File: config.mk
export PLATFORM = sky130hd
export DESIGN_NAME = alu_arbiter
export DESIGN_NICKNAME = d
export VERILOG_FILES = /design/src/rtl/alu_pkg.sv /design/src/rtl/alu_core.sv /design/src/rtl/alu_arbiter.sv
export SDC_FILE = /design/constraint.sdc
export NUM_CORES = 1
export LEC_CHECK = 0
export CAP_MARGIN = 20
export CORE_UTILIZATION = 30
export CTS_CLUSTER_SIZE = 28
export DETAILED_ROUTE_END_ITERATION = 10
export PLACE_DENSITY = 0.55
export SYNTH_ARGS = -nofsm -noshare
export SYNTH_HDL_FRONTEND = slang
export SYNTH_SLANG_ARGS = --single-unit
File: constraint.sdc
create_clock -name clk -period 16.6 [get_ports clk]
set_input_delay 3.32 -clock clk [delete_from_list [all_inputs] [get_ports clk]]
set_output_delay 3.32 -clock clk [all_outputs]
set_load 0.01 [all_outputs]
File: src/rtl/alu_pkg.sv
// Shared types and constants for the two-requester ALU arbiter.
// Holds the operation encoding, default operand width and requester count.
package alu_pkg;

  localparam int ALU_DATA_W = 32;
  localparam int REQ_N      = 2;

  typedef enum logic [2:0] {
    OP_ADD  = 3'd0,
    OP_SUB  = 3'd1,
    OP_AND  = 3'd2,
    OP_OR   = 3'd3,
    OP_LW   = 3'd4,
    OP_SW   = 3'd5,
    OP_BEQ  = 3'd6,
    OP_RSVD = 3'd7
  } alu_op_t;

endpackage

File: src/rtl/alu_core.sv
// Combinational ALU: add/sub/and/or with a BEQ-only zero flag; zero latency.
// No state and no flow control; arithmetic wraps modulo 2^DATA_W.
module alu_core
  import alu_pkg::*;
#(
  parameter int DATA_W = ALU_DATA_W
) (
  input  alu_op_t           op,
  input  logic [DATA_W-1:0] a,
  input  logic [DATA_W-1:0] b,
  output logic [DATA_W-1:0] result,
  output logic              zero
);

  always_comb begin
    result = '0;
    case (op)
      OP_ADD, OP_LW, OP_SW: result = a + b;
      OP_SUB, OP_BEQ:       result = a - b;
      OP_AND:               result = a & b;
      OP_OR:                result = a | b;
      default:              result = '0;
    endcase
  end

  // Only a branch compare reports zero; a zero-valued SUB does not.
  assign zero = (op == OP_BEQ) && (result == '0);

endmodule

File: src/rtl/alu_arbiter.sv
// Round-robin share of one ALU between two requesters into a 1-entry result register; 1-cycle latency.
// Grants only when the result slot is empty or being drained this cycle; optional grant counters under ALU_ARB_STATS_EN.
module alu_arbiter
  import alu_pkg::*;
#(
  parameter int DATA_W = ALU_DATA_W,
  parameter int STAT_W = 16
) (
  input  logic              clk,
  input  logic              reset,
  input  logic [REQ_N-1:0]  req_valid,
  output logic [REQ_N-1:0]  req_ready,
  input  alu_op_t           req_op [REQ_N],
  input  logic [DATA_W-1:0] req_a  [REQ_N],
  input  logic [DATA_W-1:0] req_b  [REQ_N],
  output logic              rsp_valid,
  input  logic              rsp_ready,
  output logic              rsp_id,
  output logic [DATA_W-1:0] rsp_result,
  output logic              rsp_zero,
  output logic [STAT_W-1:0] grant_cnt0,
  output logic [STAT_W-1:0] grant_cnt1
);

  logic              prio;
  logic              can_accept;
  logic              xfer;
  logic              sel_id;
  logic [DATA_W-1:0] alu_result;
  logic              alu_zero;

  assign can_accept = !rsp_valid || rsp_ready;

  always_comb begin
    req_ready = '0;
    if (!reset && can_accept) begin
      case (req_valid)
        2'b01:   req_ready = 2'b01;
        2'b10:   req_ready = 2'b10;
        2'b11:   req_ready = prio ? 2'b10 : 2'b01;
        default: req_ready = 2'b00;
      endcase
    end
  end

  assign xfer   = |req_ready;
  assign sel_id = req_ready[1];

  alu_core #(.DATA_W(DATA_W)) u_alu (
    .op     (req_op[sel_id]),
    .a      (req_a[sel_id]),
    .b      (req_b[sel_id]),
    .result (alu_result),
    .zero   (alu_zero)
  );

  // A consume and a new transfer in the same cycle simply reload, so there is no bubble.
  always_ff @(posedge clk) begin
    if (reset) begin
      rsp_valid  <= 1'b0;
      rsp_id     <= 1'b0;
      rsp_result <= '0;
      rsp_zero   <= 1'b0;
      prio       <= 1'b0;
    end else if (xfer) begin
      rsp_valid  <= 1'b1;
      rsp_id     <= sel_id;
      rsp_result <= alu_result;
      rsp_zero   <= alu_zero;
      prio       <= ~sel_id;
    end else if (rsp_valid && rsp_ready) begin
      rsp_valid  <= 1'b0;
    end
  end

`ifdef ALU_ARB_STATS_EN
  logic [STAT_W-1:0] cnt0;
  logic [STAT_W-1:0] cnt1;

  always_ff @(posedge clk) begin
    if (reset) begin
      cnt0 <= '0;
      cnt1 <= '0;
    end else begin
      if (req_ready[0] && (cnt0 != '1)) cnt0 <= cnt0 + STAT_W'(1);
      if (req_ready[1] && (cnt1 != '1)) cnt1 <= cnt1 + STAT_W'(1);
    end
  end

  assign grant_cnt0 = cnt0;
  assign grant_cnt1 = cnt1;
`else
  assign grant_cnt0 = '0;
  assign grant_cnt1 = '0;
`endif

endmodule

==> flow_metrics.py, run 1 <==
metrics = {
    "logic_synthesis": {
        "async_reset_ff_frac": 0,
        "synth.avg_cell_area_um2": 6.93,
        "yosysWarnings": 0,
        "synth_edf_count": 0,
        "ys_seq_elements": 36,
        "synth_flop_cell": "dfxtp_1",
        "ys_seq_area_frac": 0.121,
        "synthCells": 860,
        "syn_area_um2": 5960,
        "ys_types": 70,
    },
    "sta": {
        "clock.fmax_ghz": 0.111,
        "rsz0062_at_grt": "no",
        "worst_pin_slew_ns": 0.811,
        "period_minus_slack_ns": 9.02,
        "slew_violations": 0,
        "timing.final.ws_setup_ns": 7.58,
        "final.setup.tns_ns": 0,
        "setup_viol": 0,
        "finClkSkew_ns": 0.00145,
        "post-route-period-util": 0.543,
        "relSlewSlack": 0.448,
        "finalHoldViolCount": 0,
    },
    "clocking": {
        "worstSkewPairLatency_ns": 0.28,
        "ctsResizeCount": 0,
        "cts_buffer_depth": 2,
        "path_clk_slew_ns": 0.05,
        "cts_tree": "built",
        "clock-sinks": 36,
        "post_cts_buffers": 0,
        "hold_buffers": 0,
        "cts_made_buffers": 5,
        "cts_htree_levels": 2,
        "cts_root_buffer": "clkbuf_16",
    },
    "outcome": {
        "status": "completed",
    },
    "grt": {
        "grt_pass1_vias": 6118,
        "grt_pass1_wl_um": 34100,
        "antenna_found_initial": 0,
        "overflow": 0,
        "grt_use_total": 0.214,
        "grt_max_degree": 58,
    },
    "worst_setup_path": {
        "arrival_ns": 9.24,
        "slowest_delay_ns": 0.61,
        "crit_family": "simple AND/OR/NAND/NOR gates",
        "cp-start-kind": "input port",
        "crit_buf_inv": 4,
        "end_kind": "flop",
        "worstPathMaxFanout": 52,
        "timing.critical_path.mode_cell": "buf_4",
        "worstPathCellList": "clkdlybuf4s50_1, buf_4, nand4b_4, buf_4, buf_4, mux2i_1, nor2b_1, nor2_1, xor2_1, ha_1, and4_1, and3_1, a211o_1, nor3b_2, o21ai_1, xor2_1, a221oi_1, nand4_1, nor4_1, nand4_1, nand2_1",
        "slowest_stage": "buf_4",
        "cp.required_ns": 16.82,
        "path_class": "in -> reg",
        "worst-r2r-setup-slack_ns": 10.90,
    },
    "power_and_ir_drop": {
        "ir_worst_vdd_mv": 0.0405,
        "powerDensity_nw_per_um2": 73.9,
        "power_leakage_nw": 3.34,
    },
    "die": {
        "io_pins": 208,
        "dieArea_um2": 20400,
        "die_x_um": 143,
        "core-area_um2": 19500,
        "placement_rows": 51,
        "start_util": 0.306,
        "die_h_um": 143,
    },
    "finish": {
        "final_cell_mix": "175 x clkdlybuf4s50_1, 103 x nand2_1, 88 x nor2_1",
        "layout-drive-gt1-share": 0.0478,
        "syn2layout_area_growth_pct": 33.8,
        "n_antenna_cell": 0,
        "fin_cells": 1269,
        "final_cell_area_um2": 7970,
        "layout_commonest_cell": "clkdlybuf4s50_1",
        "fin_nets": 1176,
    },
    "drt": {
        "drc": 0,
        "vias": 6698,
        "first_pass_iters": 5,
        "detailedRoute.firstIterationViolations": 511,
        "wl_um": 22200,
        "vias_per_cell": 5.28,
        "drtAntennaViolNets": 0,
        "wl_per_cell_um": 17.5,
    },
    "place": {
        "place.gp.congestion": 0.874,
        "dp_cells": 1261,
        "io_buffers": 175,
        "place_hpwl_um": 17900,
        "dp_slack_ns": 7.36,
        "placed_area_um2": 7830,
    },
    "hold_path": {
        "hold_path.class": "reg -> reg",
    },
    "run": {
        "drv_cap": 0,
    },
}
power by group:
part / switching, mW / leakage, nW / internal [mW]
combinational: 0.220 / 2.97 / 0.172
sequential: 0.00713 / 0.297 / 0.0971
clock: 0.0334 / 0.0712 / 0.0598
total: 0.261 / 3.34 / 0.329
sequential cells by signal, summed over array words and instances, names as in the netlist:
name / flops
prio: 1
rsp_valid: 1
rsp_zero: 1
rsp_id: 1
rsp_result: 32
metal layers:
layer | global-route usage | routed length [um] | vias to the layer above | part of all wire
met5 | 0 | 0 | - | 0
met4 | 0.0334 | 205 | 0 | 0.0092
met3 | 0.0151 | 975 | 14 | 0.044
met2 | 0.350 | 10100 | 191 | 0.46
met1 | 0.310 | 10900 | 3165 | 0.49
li1 | - | - | 3328 | -
worst paths after layout:
check	startpoint	end	cells past startpoint
setup / recovery	reset	rsp_zero	21
hold / removal	rsp_result[5]	rsp_result[5]	2
setup reg to reg	rsp_valid	rsp_zero	20
hold reg to reg	rsp_result[5]	rsp_result[5]	2
cells in the mapped netlist, types with 7 or more instances:
cell type	number	area share
nand2_1	103	0.065
mux2i_1	47	0.079
clkbuf_1	34	0.021
xor2_1	22	0.032
buf_4	33	0.042
o21a_1	11	0.014
a31oi_1	7	0.0073
maj3_1	17	0.029
inv_1	32	0.020
dfxtp_1	36	0.12
nand3_1	17	0.014
nor2_1	88	0.055
mux2_2	7	0.013
buf_2	11	0.0092
o21ai_0	48	0.040
a211oi_1	22	0.028
ha_1	33	0.069
nand4_1	11	0.012
a21oi_1	70	0.059
nor3_1	40	0.034
nor4_1	11	0.012
or3_1	8	0.0084
and3_1	8	0.0084
xnor2_1	35	0.051
final cells by class:
class                           instances  area, um2
Inverter                               32        120
Multi-Input combinational cell        741       4810
Fill cell                            2029      11500
Sequential cell                        36        721
Tap cell                              265        332
Timing Repair Buffer                  187       1840
Clock buffer                            8        146
per-stage QoR:
step / util / total power, mW / hold slack, ns
6_report: 0.410 / 0.589 / 0.466
2_1_floorplan: - / 0.363 / 0.442
4_1_cts: 0.410 / 0.586 / 0.465
3_3_place_gp: 0.402 / 0.493 / 0.448
5_1_grt: 0.410 / 0.634 / 0.488
3_5_place_dp: 0.402 / 0.492 / 0.458
logic make-up (layout without fill, tap and decap cells):
logic type | Yosys count | in the layout | share of synthesized area
AO/OA/AOI/OAI | 224 | 224 | 0.244
buffers and inverters | 114 | 227 | 0.0949
XOR/XNOR | 57 | 57 | 0.0838
other | 1 | 32 | 0.000629
adder cells (fa/ha/maj) | 51 | 51 | 0.101
flip-flops | 36 | 36 | 0.121
AND/OR/NAND/NOR | 322 | 322 | 0.260
multiplexers | 55 | 55 | 0.0947
worst min-delay path: stages, from the launching register on:
cell and delay (ns):
dfxtp_1 0.32, nand2_1 0.05, a21oi_1 0.05
No activity file was read; power rests on OpenSTA's default activity.
==> run 2, diff against run 1 <==
--- a/config.mk
+++ b/config.mk
@@ -9,7 +9,7 @@
 export CORE_UTILIZATION = 30
 export CTS_CLUSTER_SIZE = 28
 export DETAILED_ROUTE_END_ITERATION = 10
-export PLACE_DENSITY = 0.55
+export PLACE_DENSITY = 0.57
 export SYNTH_ARGS = -nofsm -noshare
 export SYNTH_HDL_FRONTEND = slang
 export SYNTH_SLANG_ARGS = --single-unit
==> constraint.sdc (replaced) <==
create_clock -name clk -period 8.2 [get_ports clk]
set_input_delay 1.64 -clock clk [delete_from_list [all_inputs] [get_ports clk]]
set_output_delay 1.64 -clock clk [all_outputs]
set_load 0.01 [all_outputs]
==> run 2 against run 1 <==
  * Global-route usage is 0.16 points lower
  * Count of clock-buffer cells in the layout stayed put
  * Non-clock buffer count stayed put
  * Sequential cell count stayed put
  * Highest routed layer is now met5
  * Via count is 0.49% lower
  * Combinational power is 100% higher
  * Die area stayed put
==> flow_metrics.py, run 2 (synthesis results as in run 1) <==
metrics = {
    "finish": {
        "layout_commonest_cell": "clkdlybuf4s50_1",
        "final_cell_mix": "175 x clkdlybuf4s50_1, 103 x nand2_1, 88 x nor2_1",
        "fin_nets": 1176,
        "largest_reg_flops": 32,
        "regMostFlops": "rsp_result",
        "fin_cells": 1269,
        "n_antenna_cell": 0,
        "syn2layout_area_growth_pct": 34.0,
        "layout-drive-gt1-share": 0.0488,
    },
    "sta": {
        "post-route-period-util": 0.835,
        "period_minus_slack_ns": 6.85,
        "finClkSkew_ns": 0.00182,
        "rsz0062_at_grt": "no",
        "timing.final.ws_setup_ns": 1.35,
        "relSlewSlack": 0.342,
        "final.setup.tns_ns": 0,
        "setup_viol": 0,
        "hold_ws_ns": 0.473,
        "slew_violations": 0,
        "clock.fmax_ghz": 0.146,
        "worst_pin_slew_ns": 0.968,
        "finalHoldViolCount": 0,
    },
    "grt": {
        "antenna_found_initial": 1,
        "grt_use_total": 0.213,
        "overflow": 0,
        "grt_pass1_wl_um": 33900,
        "grt_pass1_vias": 6089,
        "grt_max_degree": 78,
    },
    "drt": {
        "vias": 6665,
        "first_pass_iters": 5,
        "vias_per_cell": 5.25,
        "drc": 0,
        "wl_um": 21900,
        "drtAntennaViolNets": 0,
        "detailedRoute.firstIterationViolations": 629,
        "wl_per_cell_um": 17.2,
    },
    "place": {
        "dp_slack_ns": 1.12,
        "io_buffers": 175,
        "place_hpwl_um": 17700,
        "place.gp.congestion": 0.929,
        "dp_cells": 1261,
    },
    "clocking": {
        "hold_buffers": 0,
        "worstSkewPairLatency_ns": 0.27,
        "cts_tree": "built",
        "cts_htree_levels": 2,
        "cts_buffer_depth": 2,
        "cts_root_buffer": "clkbuf_16",
        "clock-sinks": 36,
        "path_clk_slew_ns": 0.05,
        "ctsResizeCount": 0,
        "post_cts_buffers": 0,
        "cts_made_buffers": 5,
    },
    "worst_setup_path": {
        "arrival_ns": 7.07,
        "slowest_delay_ns": 0.49,
        "worstPathCellList": "clkdlybuf4s50_1, nand2b_1, nand4b_4, mux2_2, or3b_2, inv_1, o21ai_0, nor2b_1, nor2_1, xor2_1, ha_1, and4_1, and3_1, a211o_1, nor3b_2, o21ai_1, xor2_1, a221oi_1, nand4_1, nor4_1, nand4_1, nand2_1",
        "end_kind": "flop",
        "crit_family": "simple AND/OR/NAND/NOR gates",
        "path_class": "in -> reg",
        "worstPathMaxFanout": 22,
        "slowest_stage": "or3b_2",
        "crit_buf_inv": 2,
        "cp-start-kind": "input port",
        "cp.required_ns": 8.42,
    },
    "die": {
        "dieArea_um2": 20400,
        "die_h_um": 143,
        "core-area_um2": 19500,
        "io_pins": 208,
        "die_x_um": 143,
        "start_util": 0.306,
        "placement_rows": 51,
    },
    "power_and_ir_drop": {
        "power_leakage_nw": 3.35,
        "ir_worst_vdd_mv": 0.0883,
        "powerDensity_nw_per_um2": 149,
    },
    "run": {
        "drv_cap": 0,
    },
    "outcome": {
        "status": "completed",
    },
    "hold_path": {
        "hold_path.class": "reg -> reg",
    },
}
run 2: cell counts in the layout (fill, tap and decap cells not counted):
No cell type changed its count.
run 2: layer usage:
metal / up-vias / global-route usage / wire length (um)
met5: - / 0 / 9
met4: 2 / 0.0368 / 253
met3: 22 / 0.0198 / 1150
li1: 3328 / - / -
met1: 3097 / 0.310 / 10600
met2: 216 / 0.340 / 9880
run 2: path summary, 6_finish.rpt:
path	start	to	slack, ns	depth (start not counted)
max reg2reg	prio	rsp_zero	2.86	21
min reg2reg	rsp_result[5]	rsp_result[5]	0.47	2
min	rsp_result[5]	rsp_result[5]	0.47	2
max	rsp_ready	rsp_zero	1.35	22
run 2: power breakdown:
group | switching, mW | internal (mW) | total (mW)
Combinational | 0.446 | 0.348 | 0.794
Sequential | 0.0133 | 0.197 | 0.210
Clock | 0.0665 | 0.121 | 0.187
Total | 0.526 | 0.665 | 1.19
run 2: per-stage QoR:
step / util / instance area, um2 / power, mW
finish: 0.410 / 7980 / 1.19
global placement: 0.403 / 7840 / 0.999
floorplan: - / 6070 / 0.736
global route: 0.410 / 7980 / 1.28
detailed placement: 0.403 / 7840 / 0.996
CTS: 0.410 / 7980 / 1.19
run 2: worst register-to-register path: stages, from the launching register on:
cell and delay (ns):
dfxtp_1 0.34, nand2b_1 0.15, nand4b_4 0.40, mux2_2 0.50, or3b_2 0.49, inv_1 0.08
o21ai_0 0.14, nor2b_1 0.19, nor2_1 0.07, xor2_1 0.18, ha_1 0.37, and4_1 0.26
and3_1 0.18, a211o_1 0.32, nor3b_2 0.37, o21ai_1 0.14, xor2_1 0.16, a221oi_1 0.35
nand4_1 0.14, nor4_1 0.25, nand4_1 0.13, nand2_1 0.08
run 2: area by class of cell:
class	count	area [um2]
multi-input combinational	741	4810
inverter	32	120
timing repair buffer	187	1850
clock buffer	8	146
fill	2089	11500
tap	265	332
sequential	36	721
==> run 3, diff against run 2 <==
--- a/config.mk
+++ b/config.mk
@@ -9,7 +9,7 @@
 export CORE_UTILIZATION = 30
 export CTS_CLUSTER_SIZE = 28
 export DETAILED_ROUTE_END_ITERATION = 10
-export PLACE_DENSITY = 0.57
+export PLACE_DENSITY = 0.55
 export SYNTH_ARGS = -nofsm -noshare
 export SYNTH_HDL_FRONTEND = slang
 export SYNTH_SLANG_ARGS = --single-unit
==> constraint.sdc (replaced) <==
create_clock -name clk -period 6.8 [get_ports clk]
set_input_delay 1.36 -clock clk [delete_from_list [all_inputs] [get_ports clk]]
set_output_delay 1.36 -clock clk [all_outputs]
set_load 0.01 [all_outputs]
==> run 3 against run 2 <==
  * Clock power is 38% higher
  * Worst setup slack got worse by 0.89 ns
  * Clock skew rose by 0.0041 ns
  * Non-clock buffer count rose by 15
  * Worst hold slack got worse by 0.015 ns
  * Count of clock-buffer cells in the layout is 2 lower
  * Global-route usage rose by 0.65 points
  * Sequential power up 20%
  * Die area did not move
  * Routed wire length increased by 3.6%
  * Sequential share of layout area down 0.15 points
  * Core utilization increased by 0.68 points
  * Critical path type unchanged
  * Critical endpoint unchanged
  * Largest power group unchanged
  * Highest routed layer unchanged
==> flow_metrics.py, run 3 (synthesis results as in run 1) <==
metrics = {
    "outcome": {
        "status": "completed",
    },
    "clocking": {
        "path_clk_slew_ns": 0.06,
        "clock-sinks": 36,
        "cts_buffer_depth": 2,
        "cts_made_buffers": 5,
        "hold_buffers": 0,
        "cts_htree_levels": 2,
        "worstSkewPairLatency_ns": 0.28,
        "cts_root_buffer": "clkbuf_16",
        "cts_tree": "built",
    },
    "die": {
        "core-area_um2": 19500,
        "io_pins": 208,
        "start_util": 0.306,
        "dieArea_um2": 20400,
        "die_h_um": 143,
        "placement_rows": 51,
        "die_x_um": 143,
    },
    "drt": {
        "drc": 0,
        "wl_per_cell_um": 17.7,
        "vias_per_cell": 5.23,
        "vias": 6711,
        "drtAntennaViolNets": 0,
        "detailedRoute.firstIterationViolations": 316,
        "wl_um": 22700,
        "first_pass_iters": 5,
    },
    "finish": {
        "n_antenna_cell": 0,
        "fin_nets": 1191,
        "layout-drive-gt1-share": 0.0628,
        "largest_reg_flops": 32,
        "syn2layout_area_growth_pct": 36.2,
        "multi_input_area_um2": 4810,
        "final_cell_area_um2": 8110,
        "layout_commonest_cell": "clkdlybuf4s50_1",
        "fillers": 2050,
        "final_cell_mix": "175 x clkdlybuf4s50_1, 103 x nand2_1, 88 x nor2_1",
        "fin_cells": 1284,
        "regMostFlops": "rsp_result",
        "post-route-util": 0.417,
        "seqCellArea_um2": 721,
    },
    "worst_setup_path": {
        "reg2reg_from": "prio",
        "worstReg2RegEnd": "rsp_zero",
        "cp-start-kind": "input port",
        "arrival_ns": 6.55,
        "worstPathMaxFanout": 6,
        "worst-r2r-setup-slack_ns": 1.78,
        "cp.required_ns": 7.02,
        "end_kind": "flop",
        "rr_worst_depth": 21,
        "path_class": "in -> reg",
    },
    "grt": {
        "antenna_found_initial": 1,
        "grt_use_total": 0.219,
        "grt_max_degree": 67,
        "overflow": 0,
        "grt_pass1_wl_um": 35000,
        "grt_pass1_vias": 6285,
    },
    "sta": {
        "finalHoldViolCount": 0,
        "worst_pin_slew_ns": 1.03,
        "post-route-period-util": 0.931,
        "slew_violations": 0,
        "finClkSkew_ns": 0.00592,
        "timing.final.ws_setup_ns": 0.468,
        "hold_ws_ns": 0.458,
        "clock.fmax_ghz": 0.158,
        "rsz0062_at_grt": "no",
        "relSlewSlack": 0.298,
        "final.setup.tns_ns": 0,
        "period_minus_slack_ns": 6.33,
        "setup_viol": 0,
    },
    "place": {
        "place.gp.congestion": 0.914,
        "dp_cells": 1276,
        "place_hpwl_um": 18600,
        "io_buffers": 175,
        "dp_slack_ns": 0.242,
        "placed_area_um2": 7940,
    },
    "power_and_ir_drop": {
        "finalPower_mw": 1.49,
        "ir_worst_vdd_mv": 0.0860,
        "p_seq_frac": 0.169,
        "comb_power_share": 0.658,
        "swShare": 0.437,
        "power_leakage_nw": 3.43,
        "internal_power_mw": 0.840,
        "power.net_switching_mw": 0.651,
        "powerDensity_nw_per_um2": 184,
        "power_frac_clock": 0.173,
    },
    "hold_path": {
        "min_path_cells": 2,
        "hp-start": "rsp_result[5]",
        "hold_path.class": "reg -> reg",
        "holdPathEnd": "rsp_result[5]",
    },
    "run": {
        "drv_cap": 0,
    },
}
-- run 3: cell count changes in the layout (fill, tap and decap cells not counted), sizes merged --
cell,change
bufinv,+1
clkbuf,-2
buf,+15
clkinv,+1
-- run 3: timing repair --
| action | in CTS | in global routing |
|---|---|---|
| gates resized for setup | 0 | 1 |
| setup buffers | 0 | 0 |
| endpoints found under the setup margin | 0 | 1 |
-- run 3: routing by layer --
layer,track usage,vias to the layer above,part of all wire
li1,-,3366,-
met1,0.304,3117,0.48
met2,0.363,203,0.46
met3,0.0278,23,0.054
met4,0.0402,2,0.012
met5,0,-,0.00049
-- run 3: critical path: stages --
cell	delay, ns
clkdlybuf4s50_1	0.48
or4_4	0.58
nor4_2	0.15
mux2_4	0.21
or3b_2	0.46
inv_1	0.09
o21ai_0	0.13
nor2b_1	0.17
a21oi_1	0.09
xor2_1	0.18
ha_1	0.36
and4_1	0.21
and3_1	0.19
a211o_1	0.33
nand2b_1	0.24
xor2_1	0.18
a22oi_1	0.36
nand4_1	0.16
nor4_1	0.39
nand4_1	0.13
nand2_1	0.08
-- run 3: area by class of cell --
class / count / share of cell area
multi-input cells: 741 / 0.593
repair buffers: 202 / 0.242
flip-flops and latches: 36 / 0.0888
well taps: 265 / 0.0409
clock buffers: 6 / 0.0159
inverters: 32 / 0.0148
clock inverters: 2 / 0.00432
-- run 3: how the worst max path moves through the flow --
stage / startpoint / endpoint / slack (ns) / cells past startpoint
2_1_floorplan: rsp_ready / rsp_zero / 0.72 / 23
3_3_place_gp: req_b[34] / rsp_zero / 0.32 / 21
3_5_place_dp: req_b[34] / rsp_zero / 0.24 / 22
4_1_cts: req_b[34] / rsp_zero / 0.51 / 22
5_1_grt: req_b[34] / rsp_zero / 0.01 / 21
6_report: req_b[2] / rsp_zero / 0.47 / 21
-- run 3: power by group through the flow --
stage / logic, mW / clock network (mW) / registers, mW
after floorplan: 0.622 / 0 / 0.265
after global placement: 0.971 / 0 / 0.257
after detailed placement: 0.966 / 0 / 0.257
after CTS: 0.970 / 0.262 / 0.253
after global routing: 1.08 / 0.270 / 0.255
final: 0.981 / 0.258 / 0.252
